### src/rtl/ysyx_24100006_wbu.sv
// ============================================================================
//  Module      : ysyx_24100006_wbu
//  Description : Write-back stage that merges EXU and LSU results into the
//                GPR write port, with a one-entry EXU skid buffer.
//  Revision    : 1.0 - initial release
// ============================================================================
`default_nettype none

module ysyx_24100006_wbu #(
    parameter int ADDR_WIDTH = 4,
    parameter int DATA_WIDTH = 32
) (
    input  logic                  clk,
    input  logic                  rst_n,

    input  logic                  exu_valid,
    output logic                  exu_ready,
    input  logic [ADDR_WIDTH-1:0] exu_rd,
    input  logic                  exu_wen,
    input  logic [DATA_WIDTH-1:0] exu_data,

    input  logic                  lsu_valid,
    output logic                  lsu_ready,
    input  logic [ADDR_WIDTH-1:0] lsu_rd,
    input  logic [2:0]            lsu_funct3,
    input  logic [1:0]            lsu_addr_lo,
    input  logic [DATA_WIDTH-1:0] lsu_rdata,

    output logic                  gpr_wen,
    output logic [ADDR_WIDTH-1:0] gpr_waddr,
    output logic [DATA_WIDTH-1:0] gpr_wdata,

    output logic                  fwd_valid,
    output logic [ADDR_WIDTH-1:0] fwd_rd,
    output logic [DATA_WIDTH-1:0] fwd_data,

    output logic [31:0]           commit_cnt
);

    localparam logic [2:0] F3_LB  = 3'd0;
    localparam logic [2:0] F3_LH  = 3'd1;
    localparam logic [2:0] F3_LBU = 3'd4;
    localparam logic [2:0] F3_LHU = 3'd5;

    logic                  wb_valid;
    logic                  wb_wen;
    logic [ADDR_WIDTH-1:0] wb_rd;
    logic [DATA_WIDTH-1:0] wb_data;

    logic                  sk_valid;
    logic                  sk_wen;
    logic [ADDR_WIDTH-1:0] sk_rd;
    logic [DATA_WIDTH-1:0] sk_data;

    logic                  wb_valid_nxt;
    logic                  wb_wen_nxt;
    logic [ADDR_WIDTH-1:0] wb_rd_nxt;
    logic [DATA_WIDTH-1:0] wb_data_nxt;

    logic                  exu_hs;
    logic [7:0]            ld_byte;
    logic [15:0]           ld_half;
    logic [DATA_WIDTH-1:0] load_data;

    assign lsu_ready = 1'b1;
    assign exu_ready = !sk_valid;
    assign exu_hs    = exu_valid && exu_ready;

    // Load alignment: byte picked by addr_lo, halfword by addr_lo[1] only
    always_comb begin
        ld_byte = lsu_rdata[7:0];
        case (lsu_addr_lo)
            2'd0:    ld_byte = lsu_rdata[7:0];
            2'd1:    ld_byte = lsu_rdata[15:8];
            2'd2:    ld_byte = lsu_rdata[23:16];
            default: ld_byte = lsu_rdata[31:24];
        endcase
        ld_half = lsu_addr_lo[1] ? lsu_rdata[31:16] : lsu_rdata[15:0];

        case (lsu_funct3)
            F3_LB:   load_data = {{(DATA_WIDTH-8){ld_byte[7]}}, ld_byte};
            F3_LBU:  load_data = {{(DATA_WIDTH-8){1'b0}}, ld_byte};
            F3_LH:   load_data = {{(DATA_WIDTH-16){ld_half[15]}}, ld_half};
            F3_LHU:  load_data = {{(DATA_WIDTH-16){1'b0}}, ld_half};
            default: load_data = lsu_rdata;
        endcase
    end

    // WB input priority: LSU, then skid, then live EXU handshake
    always_comb begin
        wb_valid_nxt = 1'b0;
        wb_wen_nxt   = 1'b0;
        wb_rd_nxt    = wb_rd;
        wb_data_nxt  = wb_data;
        if (lsu_valid) begin
            wb_valid_nxt = 1'b1;
            wb_wen_nxt   = 1'b1;
            wb_rd_nxt    = lsu_rd;
            wb_data_nxt  = load_data;
        end else if (sk_valid) begin
            wb_valid_nxt = 1'b1;
            wb_wen_nxt   = sk_wen;
            wb_rd_nxt    = sk_rd;
            wb_data_nxt  = sk_data;
        end else if (exu_hs) begin
            wb_valid_nxt = 1'b1;
            wb_wen_nxt   = exu_wen;
            wb_rd_nxt    = exu_rd;
            wb_data_nxt  = exu_data;
        end
    end

    always_ff @(posedge clk or negedge rst_n) begin
        if (!rst_n) begin
            wb_valid <= 1'b0;
            wb_wen   <= 1'b0;
            wb_rd    <= '0;
            wb_data  <= '0;
        end else begin
            wb_valid <= wb_valid_nxt;
            wb_wen   <= wb_wen_nxt;
            wb_rd    <= wb_rd_nxt;
            wb_data  <= wb_data_nxt;
        end
    end

    // A handshake implies an empty skid, so EXU only parks here behind a load
    always_ff @(posedge clk or negedge rst_n) begin
        if (!rst_n) begin
            sk_valid <= 1'b0;
            sk_wen   <= 1'b0;
            sk_rd    <= '0;
            sk_data  <= '0;
        end else if (exu_hs && lsu_valid) begin
            sk_valid <= 1'b1;
            sk_wen   <= exu_wen;
            sk_rd    <= exu_rd;
            sk_data  <= exu_data;
        end else if (sk_valid && !lsu_valid) begin
            sk_valid <= 1'b0;
        end
    end

    always_ff @(posedge clk or negedge rst_n) begin
        if (!rst_n) begin
            commit_cnt <= 32'd0;
        end else if (wb_valid) begin
            commit_cnt <= commit_cnt + 32'd1;
        end
    end

    assign gpr_wen   = wb_valid && wb_wen && (wb_rd != '0);
    assign gpr_waddr = wb_rd;
    assign gpr_wdata = wb_data;

    assign fwd_valid = gpr_wen;
    assign fwd_rd    = gpr_waddr;
    assign fwd_data  = gpr_wdata;

endmodule

`default_nettype wire

### config.mk
export PLATFORM = sky130hd
export DESIGN_NAME = ysyx_24100006_wbu
export DESIGN_NICKNAME = d
export VERILOG_FILES = /design/src/rtl/ysyx_24100006_wbu.sv
export SDC_FILE = /design/constraint.sdc
export NUM_CORES = 1
export LEC_CHECK = 0
export BUFFER_PORTS_ARGS = -buffer_cell sky130_fd_sc_hd__buf_2
export CAP_MARGIN = 0
export CORE_UTILIZATION = 40
export DETAILED_ROUTE_END_ITERATION = 8
export PLACE_DENSITY_LB_ADDON = 0.08
export SYNTH_ARGS = -nofsm -noshare
export SYNTH_HDL_FRONTEND = slang
export SYNTH_SLANG_ARGS = --single-unit
### constraint.sdc
create_clock -name clk -period 1.81 [get_ports clk]
set_input_delay 0.2715 -clock clk [delete_from_list [all_inputs] [get_ports clk]]
set_output_delay 0.2715 -clock clk [all_outputs]
set_load 0.005 [all_outputs]
==> After elaboration in Yosys (flattened, before gate mapping) <==
Index checks and enable logic that the tools add are counted.
{ "classes": {"add_sub_neg": 1, "n_mul": 0, "div": 0, "order_cmp": 0, "eq_ne": 5, "n_shift": 0, "muxes": 17, "bitwise": 0, "n_reduce_logical": 12} }
{ "ops": {"columns": ["op", "n"], "rows": [
  ["one-hot mux 32 bit (4 select lines)", 1],
  ["2-to-1 mux 32 bit", 3],
  ["adder 32 x 1 -> 32 bit (second input constant)", 1],
  ["one-hot mux 8 bit (3 select lines)", 1],
  ["2-to-1 mux 16 bit", 1],
  ["2-to-1 mux 4 bit", 3],
  ["2-to-1 mux 1 bit", 8],
  ["equality test 3 bit (second input constant)", 2],
  ["logical AND 1 bit", 5],
  ["nonzero test 4 bit", 1],
  ["equality test 3 x 1 -> 1 bit (second input constant)", 1],
  ["zero test 3 bit", 1],
  ["nonzero test 3 bit", 1],
  ["equality test 2 x 1 -> 1 bit (second input constant)", 1],
  ["equality test 2 bit (second input constant)", 1],
  ["zero test 1 bit", 2],
  ["zero test 2 bit", 1],
  ["nonzero test 2 bit", 1]
]} }
{ "totals": {"regBits": 108, "latchBits": 0, "ram_bits": 0, "rom_bits": 0, "out_inout_bits": 108, "word_cells": 44, "memories": 0} }

==> Longest topological paths before layout <==
{ "depth": {"ltp_word": 5, "mapped_depth": 7, "depth_no_buf": 5} }

==> Least setup slack after synthesis <==
No wires, ideal clock.
{ "synth_path": {"kind": "reg-to-reg", "start": "reg commit_cnt[0]", "end": "reg commit_cnt[28]", "setup_ns": 0.124, "arrival_ns": 1.391, "required_ns": 1.686, "setup_slack_ns": 0.295, "path_stages_with_launch": 6, "period_less_slack_ns": 1.515, "cell_sequence": "dfrtp_1 > ha_1 > nand4_2 > nor4_4 > nand3_1 > xnor2_1"} }
{ "synth_between": {"elab_chain_len": 1} }
{ "synth_rtl": {"columns": ["element", "line_no", "rtl"], "rows": [
  ["from (decl)", "37", "output logic [31:0] commit_cnt"],
  ["from (signal assigned)", "148", "commit_cnt <= commit_cnt + 32'd1;"],
  ["adder 32 x 1 -> 32 bit", "148", null]
]} }
No other way between the ends.
A chain may end at the register's enable or synchronous reset.

==> Final worst setup path <==
{ "layout_path": {"start": "reg commit_cnt[6]", "end": "reg commit_cnt[30]"} }
The elaborated chain is that of the path after synthesis.

==> metrics list <==
- The run finished with clean final reports.
- TritonCTS buffer count: 9
- Dividing the synthesized area by the synthesized cell count gives 10.2 sq um.
* Post-Place Cells: 892
* Flop-to-flop setup slack: 0.17 ns
* Initial Utilization: 41.4%
* Top cells by area in the synthesized netlist: sky130_fd_sc_hd__dfrtp_1 47%, sky130_fd_sc_hd__mux2_2 7.4%, sky130_fd_sc_hd__mux2i_1 7.1%, sky130_fd_sc_hd__buf_4 5.3%, sky130_fd_sc_hd__a21oi_1 4.0%
- Final Hold Fails: 0
- Weighted congestion reported at the end of routability-driven placement: 0.859
* Timing startpoint of the critical path: commit_cnt[6]
* Average detailed-routed wire length per instance: 16.3 um
- The die covers 15000 sq um.
* Sequential area share after synthesis: 46.6%
- Number of storage elements in the synthesis netlist: 108
- Area of the mapped netlist: 5800 sq um
- sky130_fd_sc_hd__dfrtp_1 takes more of the synthesized area than any other cell.
- Number of instances in the synthesized netlist: 571
* Most numerous cell types in the synthesized netlist: 108 x sky130_fd_sc_hd__dfrtp_1, 61 x sky130_fd_sc_hd__nand2_1, 46 x sky130_fd_sc_hd__a21oi_1, 41 x sky130_fd_sc_hd__buf_4, 41 x sky130_fd_sc_hd__mux2i_1
- The worst hold path was traced through 2 stages.
- The count of buffers added on input and output ports is 188.
- After detailed routing, the number of vias per cell comes to 5.13.
- Net count, final: 807
- Crit start category: flop
* Die height: 122 um
* Number of flops mapped to enable cells by yosys: 0
- PnR Total Power: 6.42 mW
- Before antenna repair, the detailed router went through 4 iterations.
* Cells along the critical path: and4_1 -> nand2_2 -> nor4_4 -> nand3_1 -> xnor2_1
- At the placement stage, the worst setup path has a slack of 0.186 ns.
- Violation count after the first detailed-routing iteration: 268
* Root buffer cell: sky130_fd_sc_hd__clkbuf_16
- Clock-pin slew was measured on the worst setup and hold paths at 0.07 ns.
- Cell with the biggest individual delay on the critical path: sky130_fd_sc_hd__dfrtp_1
* Tot GR Track Use: 20.7%
* Most common cell in the netlist: sky130_fd_sc_hd__dfrtp_1
- The internal power of the cells totals 4.62 mW.
* Antenna violations before repair: 0
- Setup repair after global routing left no endpoint under its margin.
* Biggest cell delay along the critical path: 0.44 ns
* Clock tree from TritonCTS: built
* H-tree levels: 3
- STA puts the critical path data required time at 2.05 ns.
- Yosys printed 0 warnings.
- Power dissipated by switching net loads: 1.81 mW
- Worst voltage drop across the vdd grid: 0.000511 V
- Maximum clock rate: 0.611 GHz
- Synthesis produced a netlist with a net count of 654.
* Final routed DRC violation total: 0
* Vias in the first global route: 4554
- Worst setup path class: flop to flop
- Arrival time of the worst setup path: 1.87 ns
* Post-cts repair resize count: 0
- The count of nets left with antenna violations once routing finished came out at 0.
- Final Slew Violations: 0
* Classification of the worst-slack hold path: input pin to flop
- The worst setup path is captured at a flop.
- Logic depth of the worst path, buffers included: 5
- In this run the worst setup path terminates at commit_cnt[30].
- Final setup margin: 0.174 ns
- Total number of vias: 4665
- Registers are responsible for 47.1% of the overall power.
- In the final timing run, aggregate negative setup slack is 0 ns.
- Setup violations remaining at the end of the flow were counted as 0.
* Final wirelength: 14.8 mm
- Io pins: 190
- Net switching is 28.1% of the power.
- The count of cells in the finished layout, fillers not included, comes to 909.
- Fraction of post-synthesis cell area in the top cell type by area: 46.6%
- Number of distinct library cells after synthesis: 50
- Actual transition at the worst max-transition pin: 0.642 ns
- Count of inserted antenna diode cells: 0
* Clock network fraction of total power: 31.4%
* CTS sink count: 108
- Summed over all layers, the global routing overflow is 0.
* Worst Path Max Fanout: 5
- Of the total power, combinational logic draws 21.4%.
- Worst reg2reg path depth: 5
- Core Box Area: 14000 sq um
- Synth-to-Final Area Change: 22.0%
- Async SR Flop Fraction: 100%
* First-pass GRT wire length: 23.6 mm
* Worst relative slew slack: 57.1%
- In the synthesized netlist the dominant register cell turns out to be sky130_fd_sc_hd__dfrtp_1.
- Maximum buffer depth of the clock tree: 2
* Crit Reg-Reg Startpoint: commit_cnt[6]
- Count of max-cap constraint violations: 0
- CP bufs+invs: 0
- Dividing total power by cell area gives a power density of 908 nW/um^2.
- Maximum number of pins on one net before global-route repair: 64
* Row cnt: 43
- Die width: 122 um
- The startpoint identified for the worst hold timing path is exu_data[23].
* Proportion of layout cells with a drive suffix above 1: 38.7%
* Half-perimeter wire length after placement: 11.0 mm
- Once layout is complete, the utilization of the core stands at 50.6%.
- Clock Skews: 0.00768 ns
- Clock insertion delay at the later pin of the skew report: 0.35 ns
- Standby leakage power: 3.55 nW
- The worst path in the final design needs a cycle of 1.64 ns, including I/O delays and setup.
* Worst reg2reg path endpoint: commit_cnt[30]
* Crit path max-delay family: simple AND/OR/NAND/NOR gates
- The final critical path takes up 90.4% of the cycle.
-- layer usage --
layer | vias up | global-route usage (%) | routed length, um
met5 | - | 0 | 0
met4 | 0 | 5.41 | 211
met3 | 17 | 6.37 | 1060
met2 | 160 | 33.7 | 7240
met1 | 2236 | 26.6 | 6320
li1 | 2252 | - | -
-- kinds of logic after synthesis --
logic type / synth area share [%]
compound gates: 12.2
xor+xnor: 4.68
fa+ha+maj: 0.216
buf+inv: 8.46
flops: 46.6
mux: 14.5
other cells: 0.0647
simple gates: 13.3
-- how the worst min path moves through the flow --
stage	to	slack, ns
detailed placement	commit_cnt[7]	0.08
floorplan	commit_cnt[0]	-0.02
global placement	commit_cnt[7]	0.08
finish	sk_data[23]	0.16
global route	sk_data[7]	0.16
CTS	sk_data[21]	0.15
-- placed cells by master, fill, tap and decap left out, drive strengths merged, types with 2 or more instances in the layout --
master	netlist	final
nand2b	8	8
xor2	11	11
o22ai	5	5
a211oi	14	14
xnor2	20	20
o21bai	2	2
nor3	2	2
o21ai	22	22
and4	4	4
clkbuf	15	12
mux2i	41	41
nand2	62	62
nand4	6	6
buf	56	212
a22oi	15	15
nor2b	2	2
inv	13	13
and3	6	6
a21oi	47	47
and2	4	4
mux2	38	38
clkinv	1	3
nand3	12	12
dfrtp	108	108
a31oi	7	7
nor2	37	37
nor4	3	3
-- repair_timing --
item | CTS | global route
buffers inserted | 0 | 0
hold buffers | 1 | 0
endpoints found under the hold margin | 108 | 0
-- layout make-up --
class                           count  area (sq um)
Sequential cell                   108          2700
Timing Repair Buffer              213          1180
Clock inverter                      4          47.5
Fill cell                        1379          6920
Tap cell                          180           225
Clock buffer                       12           256
Multi-Input combinational cell    378          2610
Inverter                           14          52.6
-- per-stage QoR --
| step | area (sq um) | hold slack [ns] |
|---|---|---|
| after floorplan | 5800 | -0.0241 |
| after global placement | 6760 | 0.0805 |
| after detailed placement | 6760 | 0.0792 |
| after CTS | 7070 | 0.150 |
| after global routing | 7070 | 0.156 |
| final | 7070 | 0.163 |
-- state kept, by name, indices dropped and copies added (netlist names) --
name	count
fwd_rd	4
commit_cnt	32
sk_wen	1
wb_wen	1
sk_data	32
sk_rd	4
fwd_data	32
sk_valid	1
wb_valid	1
-- power groups by stage --
stage                     Clock [mW]  Combinational (mW)  Sequential [mW]
after floorplan                    0               0.877             3.03
after CTS                       2.10                1.40             3.03
after detailed placement           0                1.39             3.07
final                           2.02                1.38             3.03
after global placement             0                1.38             3.04
after global routing            2.20                1.55             3.08
Note: power is estimated with default switching activity, not from simulation.
